==> src/rtl/cp0_regfile_pkg.sv <==
// Shared CP0 definitions: write-back bus layout, CP0 register numbers and
// exception codes used by the pipeline.
package cp0_regfile_pkg;

  localparam int WB_TO_CP0_REGISTER_BUS_WD = 110;

  localparam logic [4:0] CR_BADVADDR = 5'd8;
  localparam logic [4:0] CR_COUNT    = 5'd9;
  localparam logic [4:0] CR_COMPARE  = 5'd11;
  localparam logic [4:0] CR_STATUS   = 5'd12;
  localparam logic [4:0] CR_CAUSE    = 5'd13;
  localparam logic [4:0] CR_EPC      = 5'd14;

  localparam logic [4:0] EX_INT  = 5'h00;
  localparam logic [4:0] EX_ADEL = 5'h04;
  localparam logic [4:0] EX_ADES = 5'h05;
  localparam logic [4:0] EX_SYS  = 5'h08;
  localparam logic [4:0] EX_BP   = 5'h09;
  localparam logic [4:0] EX_RI   = 5'h0a;
  localparam logic [4:0] EX_OV   = 5'h0c;

  // Field order matches the bus packing from bit 109 down to bit 0.
  typedef struct packed {
    logic        ex;
    logic [4:0]  excode;
    logic [31:0] badvaddr;
    logic        bd;
    logic [31:0] pc;
    logic        mtc0_we;
    logic [4:0]  addr;
    logic [31:0] wdata;
    logic        eret;
  } wb_to_cp0_t;

  function automatic logic is_addr_err(input logic [4:0] code);
    return (code == EX_ADEL) || (code == EX_ADES);
  endfunction

endpackage

==> src/rtl/cp0_regfile_timer.sv <==
// Count/Compare timer: divided Count incrementer, Compare register and the
// sticky timer-interrupt flag TI.
module cp0_timer #(
  parameter int CNT_DIV = 2
) (
  input  logic        clk,
  input  logic        reset,
  input  logic        count_we,
  input  logic        compare_we,
  input  logic [31:0] wdata,
  output logic [31:0] count,
  output logic [31:0] compare,
  output logic        ti
);

  logic [1:0]  div_q;
  logic [31:0] count_q;
  logic [31:0] compare_q;
  logic        ti_q;
  logic        tick;

  assign tick = (div_q == 2'(CNT_DIV - 1));

  // NOTE: sequential state uses non-blocking assignments so every register
  // samples the pre-edge values of the others.
  always_ff @(posedge clk) begin
    if (reset) begin
      div_q     <= '0;
      count_q   <= '0;
      compare_q <= '0;
      ti_q      <= 1'b0;
    end else begin
      if (count_we) begin
        count_q <= wdata;
        div_q   <= '0;
      end else if (tick) begin
        count_q <= count_q + 32'd1;
        div_q   <= '0;
      end else begin
        div_q <= div_q + 2'd1;
      end
      // A Compare write both reloads the match value and acknowledges TI.
      if (compare_we) begin
        compare_q <= wdata;
        ti_q      <= 1'b0;
      end else if (count_q == compare_q) begin
        ti_q <= 1'b1;
      end
    end
  end

  assign count   = count_q;
  assign compare = compare_q;
  assign ti      = ti_q;

endmodule

==> src/rtl/cp0_regfile.sv <==
// Coprocessor-0 register file: commits exceptions/eret and mtc0 from
// write-back, serves mfc0 reads and raises the pending-interrupt flag.
module cp0_regfile
  import cp0_regfile_pkg::*;
#(
  parameter int CNT_DIV = 2
) (
  input  logic                                 clk,
  input  logic                                 reset,
  input  logic                                 wb_valid,
  input  logic [WB_TO_CP0_REGISTER_BUS_WD-1:0] wb_to_cp0_bus,
  input  logic [5:0]                           ext_int,
  input  logic [4:0]                           rd_addr,
  output logic [31:0]                          cp0_rdata,
  output logic [31:0]                          cp0_epc,
  output logic                                 cp0_status_exl,
  output logic                                 int_pending
);

  wb_to_cp0_t bus;
  logic ex_c, eret_c, wr_c;

  logic [31:0] badvaddr_q, epc_q;
  logic [7:0]  im_q;
  logic        exl_q, ie_q, bd_q;
  logic [4:0]  excode_q;
  logic [1:0]  ip_sw_q;

  logic [31:0] count, compare;
  logic        ti;
  logic [7:0]  ip;
  logic [31:0] status_w, cause_w;

  assign bus    = wb_to_cp0_bus;
  assign ex_c   = wb_valid & bus.ex;
  assign eret_c = wb_valid & bus.eret & ~bus.ex;
  assign wr_c   = wb_valid & bus.mtc0_we & ~bus.ex & ~bus.eret;

  cp0_timer #(.CNT_DIV(CNT_DIV)) u_timer (
    .clk        (clk),
    .reset      (reset),
    .count_we   (wr_c && bus.addr == CR_COUNT),
    .compare_we (wr_c && bus.addr == CR_COMPARE),
    .wdata      (bus.wdata),
    .count      (count),
    .compare    (compare),
    .ti         (ti)
  );

  always_ff @(posedge clk) begin
    if (reset) begin
      badvaddr_q <= '0;
      epc_q      <= '0;
      im_q       <= '0;
      exl_q      <= 1'b0;
      ie_q       <= 1'b0;
      bd_q       <= 1'b0;
      excode_q   <= '0;
      ip_sw_q    <= '0;
    end else if (ex_c) begin
      exl_q    <= 1'b1;
      excode_q <= bus.excode;
      // Nested exceptions keep the outermost return point.
      if (!exl_q) begin
        epc_q <= bus.bd ? bus.pc - 32'd4 : bus.pc;
        bd_q  <= bus.bd;
      end
      if (is_addr_err(bus.excode)) badvaddr_q <= bus.badvaddr;
    end else if (eret_c) begin
      exl_q <= 1'b0;
    end else if (wr_c) begin
      case (bus.addr)
        CR_STATUS: begin
          im_q  <= bus.wdata[15:8];
          exl_q <= bus.wdata[1];
          ie_q  <= bus.wdata[0];
        end
        CR_CAUSE: ip_sw_q <= bus.wdata[9:8];
        CR_EPC:   epc_q   <= bus.wdata;
        default: ;
      endcase
    end
  end

  // Hardware pending bits follow the lines directly, so a level change is
  // seen by decode in the same cycle.
  assign ip       = {ext_int[5] | ti, ext_int[4:0], ip_sw_q};
  assign status_w = {9'd0, 1'b1, 6'd0, im_q, 6'd0, exl_q, ie_q};
  assign cause_w  = {bd_q, ti, 14'd0, ip, 1'b0, excode_q, 2'd0};

  // NOTE: every signal assigned in always_comb gets a default first, so no
  // path leaves it unassigned and no latch is inferred.
  always_comb begin
    cp0_rdata = '0;
    case (rd_addr)
      CR_BADVADDR: cp0_rdata = badvaddr_q;
      CR_COUNT:    cp0_rdata = count;
      CR_COMPARE:  cp0_rdata = compare;
      CR_STATUS:   cp0_rdata = status_w;
      CR_CAUSE:    cp0_rdata = cause_w;
      CR_EPC:      cp0_rdata = epc_q;
      default:     cp0_rdata = '0;
    endcase
  end

  assign cp0_epc        = epc_q;
  assign cp0_status_exl = exl_q;
  assign int_pending    = (|(ip & im_q)) & ie_q & ~exl_q;

endmodule

==> config.mk <==
export PLATFORM = sky130hd
export DESIGN_NAME = cp0_regfile
export DESIGN_NICKNAME = d
export VERILOG_FILES = /design/src/rtl/cp0_regfile_pkg.sv /design/src/rtl/cp0_regfile_timer.sv /design/src/rtl/cp0_regfile.sv
export SDC_FILE = /design/constraint.sdc
export NUM_CORES = 1
export LEC_CHECK = 0
export ABC_AREA = 1
export BUFFER_PORTS_ARGS = -buffer_cell sky130_fd_sc_hd__buf_2
export CELL_PAD_IN_SITES_DETAIL_PLACEMENT = 0
export CELL_PAD_IN_SITES_GLOBAL_PLACEMENT = 1
export CORE_ASPECT_RATIO = 0.75
export CORE_MARGIN = 5
export CORE_UTILIZATION = 25
export CTS_CLUSTER_DIAMETER = 60
export DETAILED_ROUTE_END_ITERATION = 7
export GPL_TIMING_DRIVEN = 1
export PLACE_DENSITY = 0.53
export SYNTH_ARGS = -nofsm -noshare
export SYNTH_HDL_FRONTEND = slang
export SYNTH_HIERARCHICAL = 1
export SYNTH_SLANG_ARGS = --single-unit
==> constraint.sdc <==
create_clock -name clk -period 3.4 [get_ports clk]
set_clock_uncertainty 0.05 [all_clocks]
set_input_delay 0 -clock clk [delete_from_list [all_inputs] [get_ports clk]]
set_output_delay 0 -clock clk [all_outputs]
set_load 0.02 [all_outputs]
==> results of run 1 <==
-- state kept, by name, summed over array words and instances (netlist names) --
name             flops
badvaddr_q          32
cp0_epc             32
u_timer/compare     32
u_timer/count       32
im_q                 8
excode_q             5
ip_sw_q              2
u_timer/div_q        2
bd_q                 1
cp0_status_exl       1
ie_q                 1
u_timer/ti           1
-- cells by family (layout without fill, tap and decap cells) --
group	count (synthesis)	count (layout)
and+or+nand+nor	718	718
AOI/OAI and AO/OA	287	287
buffers and inverters	169	453
DFF	149	149
xor gates and xnor gates	42	42
adders and majority gates	3	3
-- per-layer routing --
metal  wire [µm]  part of all wire (%)  vias up  global-route usage (%)
li1            -                     -     5055                       -
met1       20600                    49     4785                    29.6
met2       18900                    45      240                    33.0
met3        1730                   4.1       28                    3.03
met4         537                   1.3        0                    4.33
met5           0                     0        -                       0
-- repair_timing --
action,in CTS,in global routing
hold buffers,109,0
endpoints found under the hold margin,145,0
setup endpoints to repair,0,0
-- final cells by class --
class / instances / area (µm²) / share of cell area, %
sequential: 149 / 2980 / 24.9
tap: 457 / 572 / 4.77
clock buffer: 17 / 425 / 3.55
multi-input combinational: 1050 / 5220 / 43.6
inverter: 103 / 387 / 3.23
timing repair buffer: 318 / 2190 / 18.3
clock inverter: 15 / 206 / 1.72
-- placed cells by master (no fill, tap or decap), drive strengths merged --
| cell type | n |
|---|---|
| a211oi | 1 |
| a21oi | 94 |
| a221oi | 3 |
| a22o | 8 |
| a22oi | 54 |
| a31oi | 11 |
| and2 | 1 |
| buf | 209 |
| bufinv | 4 |
| clkbuf | 17 |
| clkinv | 9 |
| clkinvlp | 4 |
| dfxtp | 149 |
| dlygate4sd3 | 109 |
| ha | 3 |
| inv | 101 |
| nand2 | 319 |
| nand3 | 104 |
| nand4 | 19 |
| nor2 | 261 |
| nor3 | 9 |
| nor4 | 1 |
| o2111ai | 1 |
| o211ai | 1 |
| o21a | 1 |
| o21ai | 109 |
| o21bai | 1 |
| o22ai | 1 |
| o31ai | 2 |
| or2 | 4 |
| xnor2 | 29 |
| xor2 | 13 |
-- metrics by stage --
| stage | hold slack (ps) | cells | setup WS (ps) | total power, mW | instance area (µm²) |
|---|---|---|---|---|---|
| floorplan | 19.1 | 1368 | 1910 | 2.13 | 8890 |
| finish | 20.0 | 2109 | 1130 | 4.55 | 12000 |
| global placement | 200 | 1968 | 1450 | 2.41 | 10300 |
| global route | 47.8 | 2109 | 1000 | 4.73 | 12000 |
| CTS | 6.74 | 2109 | 1190 | 4.58 | 12000 |
| detailed placement | 209 | 1968 | 1360 | 2.41 | 10300 |
-- synth_stat cells, drive strengths merged --
library cell and count:
nor4 1, ha 3, nand3 104, a31oi 11
o21ai 109, o2111ai 1, or2 4, a21oi 94
nor3 9, clkinv 2, a221oi 3, a211oi 1
dlymetal6s4s 1, o21bai 1, clkbuf 37, nand4 19
inv 101, nand2 319, a22o 8, xnor2 29
o21a 1, buf 28, a22oi 54, and2 1
o22ai 1, xor2 13, o211ai 1, o31ai 2
nor2 261, dfxtp 149
-- power by group through the flow --
stage / clock network, mW / logic [mW] / registers [mW]
floorplan: 0 / 0.242 / 1.89
global placement: 0 / 0.532 / 1.88
detailed placement: 0 / 0.529 / 1.88
CTS: 2.12 / 0.629 / 1.84
global route: 2.21 / 0.686 / 1.84
finish: 2.09 / 0.626 / 1.84
-- critical path: cells and delay by family --
family                 cells  cell delay [ps]
buffers and inverters      5             2320
AOI/OAI and AO/OA          2              190
-- path summary, 6_finish.rpt --
| kind | start | endpoint | slack, ps | cells after the start |
|---|---|---|---|---|
| worst max-delay path | reset | cp0_epc[2]$_SDFFE_PP0P_ | 1130 | 7 |
| worst min-delay path | wb_to_cp0_bus[63] | cp0_epc[24]$_SDFFE_PP0P_ | 20 | 7 |
| worst max register to register | cp0_status_exl$_SDFFE_PP0P_ | cp0_epc[16]$_SDFFE_PP0P_ | 1210 | 8 |
| worst min register to register | u_timer/div_q[0]$_SDFF_PP0_ | u_timer/div_q[0]$_SDFF_PP0_ | 380 | 1 |
==> metrics list, run 1 <==
* Routed vias/inst: between 4 and 5
- The number of gates resized after CTS was 0.
* Design internal power: ~3.3 mW
- The via count of the first global-routing pass came to ~10000.
* Signal arrival time at the worst endpoint: between 2000 and 3000 ps
- Number of hold violations in the final report: 0
- Of the total power, the share spent switching nets is between 20 and 30%.
* Estimated wirelength of the detail-placed design: approximately 32000 µm
- Net switching power: ~1.3 mW
- Area fraction in and, or, nand and nor cells after synthesis: roughly a third
- Summed over all instances, the cell type with the most area after synthesis is sky130_fd_sc_hd__dfxtp_1.
- In the synthesized netlist, mux cells make up 0% of the area.
- Yosys warnings: 6
* Std-Cell Rows: 59
* Worst hold-check path type: primary input to register
* DIE HEIGHT: 173 µm
* Critical Path, Cell by Cell: dlygate4sd3_1, buf_2, clkinv_1, buf_4, o21ai_0, a31oi_1, dlygate4sd3_1
* Relative slew margins: around a fifth
* Root Driver: sky130_fd_sc_hd__clkbuf_16
- In this run the horizontal extent of the chip is 228 µm.
* Global routing usage summed across all routing layers: between 20% and 30%
- The synthesized design contains between 100 and 150 register bits.
* Achievable clock frequency: 441 MHz
* Number of levels in the clock H-tree: 4
- Clock Path Buffers: 2
- The detail route stage leaves a number of antenna-violating nets equal to 0.
- Cells after Synth: approximately 1400
- In this run the count of I/O pins placed on the die edge is 190.
- The repair_antennas step left the layout with diodes totalling 0.
* Leakage power: about 5 nW
- Detailed-route wire length: ~42000 µm
- Max FO, Critical Path: 38
- DR pass1 iterations: 5
- Critical Path Sink Type: register
* Sequential share of power: between 40% and 50%
* Synthesized area divided by synthesized cell count: 6.50 µm²
- At the end of the flow the core is filled with cells to roughly a third.
- In this run the cell area of the synthesized design comes to 8890 µm².
* Gr ovfl total: 0
- Routed wirelength normalized by instance count: roughly 20 µm
- Die area: 39500 µm²
- Largest family of logic cells by synthesized area: simple AND/OR/NAND/NOR gates
- Layout overhead on the synthesized area: 34.8%
- The number of max-slew violations in the final report is 0.
- At the pin with the least slew margin, the transition time is roughly 1200 ps.
- Across the run, the number of max-cap violations was 0.
* Count of buffers inserted at the top-level ports: 189
- Crit-path slowest cell: sky130_fd_sc_hd__dlygate4sd3_1
- The number of nets in the synthesized netlist is 1495.
- Complex-gate fraction of the synthesized area: a little under a fifth
- CP most frequent cell: sky130_fd_sc_hd__dlygate4sd3_1
- Number of distinct library cell variants in the gate-level netlist after synthesis: between 40 and 50
- Number of setup violations in the final report: 0
- Worst Setup Path Type: primary input to register
- Cells with a size suffix above 1 make up 18.3% of the layout.
- After clock tree synthesis, the setup repair step added 0 buffers.
- In the routed design, unresolved DRC markers number 0.
* Combinational group share of total power: around 14%
* Setup repair after global routing missed its margin: false
- Later-pin clock latency in the skew report: around 440 ps
* Number of fill cells: a little under 4000
- In this run, the number of DRC markers left after iteration 0 of detailed routing was about 720.
- On the worst path, the slowest cell contributes a delay of just under 600 ps.
* Part of the Yosys area used for sequential elements: between 30 and 40%
- Final GP Congestion: roughly 0.87
* Clock Power Share: between 40% and 50%
* Min Clock Period, post-route: ~2300 ps
- After layout, the worst path uses 66.7% of the clock period.
- Post-synthesis share of cell area spent on xor and xnor gates: under 10%
- Summing the areas of all fa, ha and maj instances in the mapped netlist gives 0.422% of the synthesized area.
- Number of clock buffers inserted by TritonCTS: 17
- Area of the placeable core: between 30000 and 40000 µm²
* Top cells by area, synth: sky130_fd_sc_hd__dfxtp_1 34%, sky130_fd_sc_hd__nand2_1 13%, sky130_fd_sc_hd__nor2_1 10%
* Total number of vias: between 10000 and 15000
- Worst IR drop on VDD: between 300 and 400 µV
* Required time reported for the critical path endpoint: approximately 3700 ps
- Layout net count: 1766
* Maximum number of pins on one net before global-route repair: 50
* Critical path startpoint category: primary input
- Global-route wire length before repair: between 60000 and 70000 µm
* Power density relative to cell area: 380 nW/µm²
* Clock transition time at the flip-flop clock pins of the worst setup and hold paths: roughly 70 ps
- The clock net in this run drives a total of 149 sinks.
- Top cell type's share of synthesized area: 33.6%
* Starting density of the core: 25.4%
- TritonCTS built the clock tree.
- Result of the run: completed
* TNS Setup: 0 ps
- Number of antenna violations at the first check in global routing: 0
Power figures use the tool's default switching activity.
==> inputs of run 2 (changes only) <==
- PLACE_DENSITY: 0.53 -> 0.55
- clock period: 3.4 -> 2 ns (I/O delays scaled with it)
==> metrics list, run 2 (synthesized netlist as in run 1, its figures left out) <==
- The flow ran to the end, and the final reports show no timing, DRC or antenna violations.
* Total design power: 7.76 mW
- Global routing usage summed across all routing layers: approximately a fifth
- Chip Width: ~230 µm
- The multi-input combinational cells in the finished layout cover a total of roughly 5200 µm².
* Number of antenna violations at the first check in global routing: 0
* Post-detailed-route count of antenna-violating nets: 0
- Summing all flip-flop and latch instances after layout gives between 2000 and 3000 µm².
- Leading cell type in the layout, fill and taps excluded: sky130_fd_sc_hd__nand2_1
* Number of setup violations in the final report: 0
* Layout overhead on the synthesized area: 38.3%
- The via count of the first global-routing pass was between 10000 and 15000.
* Fraction of layout cells with a size suffix above 1: 19.8%
* Critical Path Sink Type: register
* Least-Margin Pin Slew: 849 ps
* Tcrit/Tclk final: around 93%
* CP most frequent cell: sky130_fd_sc_hd__nand2_1
- TritonCTS built the clock tree.
* Placed instance count: 1998
- The largest single stage delay on the critical path is approximately 570 ps.
- Final number of max-transition violations: 0
- Leaving out filler cells and counting taps, the final layout contains around 2100.
- For the worst setup path, the data required time is 2330 ps.
- Reported max-cap violation count: 0
- Final GP Congestion: roughly 0.83
* Clock Path Buffers: 2
* Power density relative to cell area: 631 nW/µm²
- The clock tree synthesis step divided the H-tree into 4 levels.
* Layout net count: around 1800
* Die area: 39500 µm²
- The worst setup path is of the register to register kind.
- Summed over all failing endpoints, the final setup total negative slack is 0 ps.
- After layout, the worst setup slack is roughly 140 ps.
- TritonCTS sink count: between 100 and 150
- Walking the worst path, the cells encountered are inv_1, nand2_1, nand2_1, buf_12, o21ai_0, a31oi_1, dlygate4sd3_1.
- Min Clock Period, post-route: around 1900 ps
- The worst pin sits at a relative slew slack of between 40% and 50%.
- Gr ovfl total: 0
- Critical path startpoint category: register
- The floorplan step set the die height to 173 µm.
- Using the TritonRoute via totals, the vias-per-cell ratio works out to around 4.8.
* Later-pin clock latency in the skew report: about 440 ps
* Clock transition time at the flip-flop clock pins of the worst setup and hold paths: 60 ps
- Cells fill between 30% and 40% of the core in the end.
* Post-CTS setup buffer count: 0
- Leakage power: approximately 5.3 nW
* Starting density of the core: approximately 25%
- Setup repair after global routing left no endpoint under its margin.
- Top Ports: 190
- Top delay family on crit path: buffers and inverters
- Achievable clock frequency: approximately 540 MHz
- For this run, design rule violations remaining after detail routing come to 0.
* Most frequent cells in the layout: 310 x sky130_fd_sc_hd__nand2_1, 236 x sky130_fd_sc_hd__nor2_1, 189 x sky130_fd_sc_hd__buf_2
* Buffering stage count on the worst path with inverters included: 3
- Global-route wire length before repair: about 61000 µm
* Post-Place Setup Slack: -376 ps
- Number of hold violations in the final report: 0
- Crit-path slowest cell: sky130_fd_sc_hd__dlygate4sd3_1
- Detailed-route wire length: between 40000 and 50000 µm
* Std-Cell Rows: 59
- Max FO, Critical Path: 30
- Maximum number of pins on one net before global-route repair: 46
- DRT iter0 DRCs: 670
- The first TritonRoute pass finished after 7 iterations.
- The routed layout has between 10000 and 15000 vias.
* Routed wirelength normalized by instance count: 19.2 µm
- Worst hold-check path type: primary input to register
- The repair_antennas step left the layout with diodes totalling 0.
* Root Driver: sky130_fd_sc_hd__clkbuf_16
- Number of clock buffers inserted by TritonCTS: 17
- Count of buffers inserted at the top-level ports: 189
* Signal arrival time at the worst endpoint: approximately 2200 ps
- Once detailed placement completed, the half-perimeter wirelength came to about 31000 µm.
* Area of the placeable core: between 30000 and 40000 µm²
* Number of fill cells: approximately 3800
* Worst IR drop on VDD: about 320 µV
-- run 2: cell types whose count changed in the layout (fill, tap and decap cells not counted), moves of 2 or more --
cell	previous run	this run
sky130_fd_sc_hd__dlygate4sd3_1	109	106
sky130_fd_sc_hd__buf_6	0	3
sky130_fd_sc_hd__buf_12	0	8
sky130_fd_sc_hd__clkinv_4	4	2
sky130_fd_sc_hd__buf_4	20	39
sky130_fd_sc_hd__clkbuf_8	0	2
sky130_fd_sc_hd__clkinv_2	2	4
-- run 2: through the flow --
step	cell area (µm²)	hold slack (ps)
after detailed placement	10600	208
after global placement	10600	205
final	12300	5.63
after global routing	12300	67.3
after CTS	12300	0.861
after floorplan	8890	19.1
-- run 2: per-layer routing --
layer,track usage (%),part of all wire [%],up-vias
met5,0,0,-
met4,5.23,2.2,0
met3,3.28,5.3,47
met2,32.6,45,292
met1,28.5,48,4781
li1,-,-,5110
-- run 2: power by group --
group / total, mW / leakage (nW) / internal (mW) / switching (mW)
clock network: 3.54 / 0.305 / 2.15 / 1.39
registers: 3.12 / 1.21 / 3.04 / 0.0740
logic: 1.10 / 3.79 / 0.436 / 0.663
-- run 2: final timing paths --
check                                                  from                          end  slack [ps]  cells past startpoint
worst min-delay path                      wb_to_cp0_bus[64]     cp0_epc[25]$_SDFFE_PP0P_           6                      7
worst max-delay path            cp0_status_exl$_SDFFE_PP0P_      cp0_epc[0]$_SDFFE_PP0P_         140                      7
worst min register to register  u_timer/div_q[0]$_SDFF_PP0_  u_timer/div_q[0]$_SDFF_PP0_         380                      1
worst max register to register  cp0_status_exl$_SDFFE_PP0P_      cp0_epc[0]$_SDFFE_PP0P_         140                      7
-- run 2: cell type report --
| class | count | area share (%) |
|---|---|---|
| clock buffers | 19 | 3.68 |
| inverters | 103 | 3.15 |
| repair buffers | 345 | 20.3 |
| flip-flops and latches | 149 | 24.3 |
| multi-input cells | 1050 | 42.5 |
| clock inverters | 13 | 1.47 |
| well taps | 457 | 4.65 |
-- run 2: timing repair --
action	4_1_cts	5_1_grt
hold buffers	106	0
setup endpoints to repair	30	13
endpoints found under the hold margin	148	0
gates resized for setup	1	6
-- run 2: worst register-to-register path, cell delays in order, from the launching register on --
cell and delay [ps]:
sky130_fd_sc_hd__dfxtp_1 320, sky130_fd_sc_hd__inv_1 140, sky130_fd_sc_hd__nand2_1 100, sky130_fd_sc_hd__nand2_1 150
sky130_fd_sc_hd__buf_12 210, sky130_fd_sc_hd__o21ai_0 90, sky130_fd_sc_hd__a31oi_1 170, sky130_fd_sc_hd__dlygate4sd3_1 570
==> inputs of run 3 (changes only) <==
- CTS_CLUSTER_DIAMETER: 60 -> 40
- PLACE_DENSITY: 0.55 -> 0.68
==> metrics list, run 3 (synthesized netlist as in run 1, its figures left out) <==
* Combinational group share of total power: between 10 and 15%
- The flow ran to the end, and the final reports show no timing, DRC or antenna violations.
- Leaving out fill and tap cells, the most frequent cell in the layout is sky130_fd_sc_hd__nand2_1.
- Relative slew margins: 44.2%
* Detailed-route wire length: just over 40000 µm
* DRT iter0 DRCs: roughly 1100
- Summed over all cells, the static leakage comes to approximately 5.3 nW.
* Global routing usage summed across all routing layers: between 15 and 20%
- Later-pin clock latency in the skew report: 450 ps
- Maximum number of pins on one net before global-route repair: 53
- CTS saw between 100 and 150 sinks.
- TritonCTS created 17 clock buffers.
* Worst hold-check path type: primary input to register
* Number of diodes added for antenna fixing: 0
* Top delay family on crit path: buffers and inverters
- Along the worst path, the maximum fanout reaches 16.
* Clock Power Share: 44.7%
* Number of hold violations in the final report: 0
* Total design power: 7.63 mW
* Crit-path slowest cell: sky130_fd_sc_hd__dlygate4sd3_1
- The via count of the first global-routing pass was between 10000 and 15000.
* Sequential share of power: 40.9%
- Net switching share of the total power: between 20 and 30%
- Together, buffers and inverters on the worst path number 3.
- During placement, the flow inserted port buffers numbering about 190.
* Root Driver: sky130_fd_sc_hd__clkbuf_16
- The number of max-slew violations in the final report came to 0.
- Row generation in the floorplan step produced ~60 rows.
- Post-detailed-route count of antenna-violating nets: 0
* Routed wirelength normalized by instance count: 19.0 µm
- The net count of the finished layout is around 1800.
- By instance count, the cell type seen most on the critical path is sky130_fd_sc_hd__nand2_1.
* Clock Path Buffers: 2
* Biggest cell delay along the critical path: between 500 and 600 ps
- DIE HEIGHT: 173 µm
- Once layout is complete, the utilization of the core stands at a little over a third.
- The critical path goes through inv_1, nand2_1, nand2_1, buf_6, o21ai_0, a31oi_1, dlygate4sd3_1.
* Achievable clock frequency: roughly 530 MHz
- Starting density of the core: approximately a quarter
* Die area: just under 40000 µm²
- Final GP Congestion: 0.901
- Chip Width: approximately 230 µm
* Flop-to-flop setup slack: between 100 and 150 ps
- Reported max-cap violation count: 0
- DRC errors left: 0
- The first global-routing pass estimated approximately 61000 µm of wire.
* Net switching power: roughly 2.1 mW
- The first detailed-routing pass ran for 7 iterations.
- Counting the fill cells in the layout gives 3759.
- Setup repair after global routing could not meet its margin everywhere.
- VDD sags by at most between 300 and 400 µV.
* Top Ports: 190
* Number of levels in the clock H-tree: 4
- After clock tree synthesis, the setup repair step added 0 buffers.
- Tcrit/Tclk final: 93.8%
- Total number of vias: approximately 11000
* Min Clock Period, post-route: roughly 1900 ps
* Required time reported for the critical path endpoint: about 2300 ps
- Data on the critical path arrives at its endpoint at ~2200 ps.
- The total overflow left after global routing is 0.
- Critical path startpoint category: register
- The HPWL after detailed placement is ~31000 µm.
* Clock transition time at the flip-flop clock pins of the worst setup and hold paths: 70 ps
* Power density relative to cell area: between 600 and 700 nW/µm²
- Least-Margin Pin Slew: roughly 830 ps
* Number of setup violations in the final report: 0
* Fraction of layout cells with a size suffix above 1: about a fifth
* Routed vias/inst: between 4 and 5
- STA classifies the critical path endpoint as a register.
- The number of antenna violations at the first check in global routing was 0.
- From synthesis to final layout, the design area changed by 37.8%.
- Design internal power: approximately 5.5 mW
- Area of the placeable core: around 35000 µm²
- Post-route worst hold slack: approximately 18 ps
* Worst Setup Path Type: register to register
* TritonCTS clock tree: yes
- Most frequent cells in the layout: 310 x sky130_fd_sc_hd__nand2_1, 236 x sky130_fd_sc_hd__nor2_1, 189 x sky130_fd_sc_hd__buf_2
run 3: final cells by class:
| type | count | area (µm²) | share of cell area [%] |
|---|---|---|---|
| multi-input combinational | 1050 | 5230 | 42.7 |
| sequential | 149 | 2980 | 24.4 |
| timing repair buffer | 346 | 2460 | 20.1 |
| tap | 457 | 572 | 4.67 |
| clock buffer | 20 | 457 | 3.73 |
| inverter | 103 | 387 | 3.16 |
| clock inverter | 12 | 154 | 1.26 |
run 3: power groups by stage:
stage	Sequential (mW)	Clock (mW)	Combinational (mW)
final	3.12	3.41	1.10
after CTS	3.12	3.45	1.09
after global routing	3.13	3.58	1.19
after floorplan	3.21	0	0.411
after global placement	3.19	0	0.909
after detailed placement	3.19	0	0.915
run 3: final timing paths:
path / startpoint / to / cells past startpoint
hold / removal: wb_to_cp0_bus[63] / cp0_epc[24]$_SDFFE_PP0P_ / 7
setup / recovery: cp0_status_exl$_SDFFE_PP0P_ / cp0_epc[0]$_SDFFE_PP0P_ / 7
setup reg to reg: cp0_status_exl$_SDFFE_PP0P_ / cp0_epc[0]$_SDFFE_PP0P_ / 7
hold reg to reg: u_timer/div_q[0]$_SDFF_PP0_ / u_timer/div_q[0]$_SDFF_PP0_ / 1
run 3: what timing repair did:
action,CTS,global route
hold buffers,108,0
endpoints found under the setup margin,28,3
pin swaps,0,0
gates resized for setup,1,3
endpoints found under the hold margin,144,0
run 3: per-stage QoR:
stage	cell area (µm²)	setup WS, ps	setup TNS [ps]	cells
CTS	12200	2.18	0	2137
detailed placement	10500	-136	-488	1997
floorplan	8890	513	0	1368
global placement	10500	-132	-184	1997
finish	12200	124	0	2137
global route	12200	-8.14	-8.14	2137
run 3: metal layers:
layer	track usage (%)	share of wire [%]
met4	4.98	1.9
met1	29.0	47
met3	3.81	8.2
met5	0	0
met2	30.4	43
run 3: worst reg2reg max path: stages (launching register included):
cell	delay, ps
sky130_fd_sc_hd__dfxtp_1	330
sky130_fd_sc_hd__inv_1	140
sky130_fd_sc_hd__nand2_1	100
sky130_fd_sc_hd__nand2_1	160
sky130_fd_sc_hd__buf_6	220
sky130_fd_sc_hd__o21ai_0	100
sky130_fd_sc_hd__a31oi_1	150
sky130_fd_sc_hd__dlygate4sd3_1	560
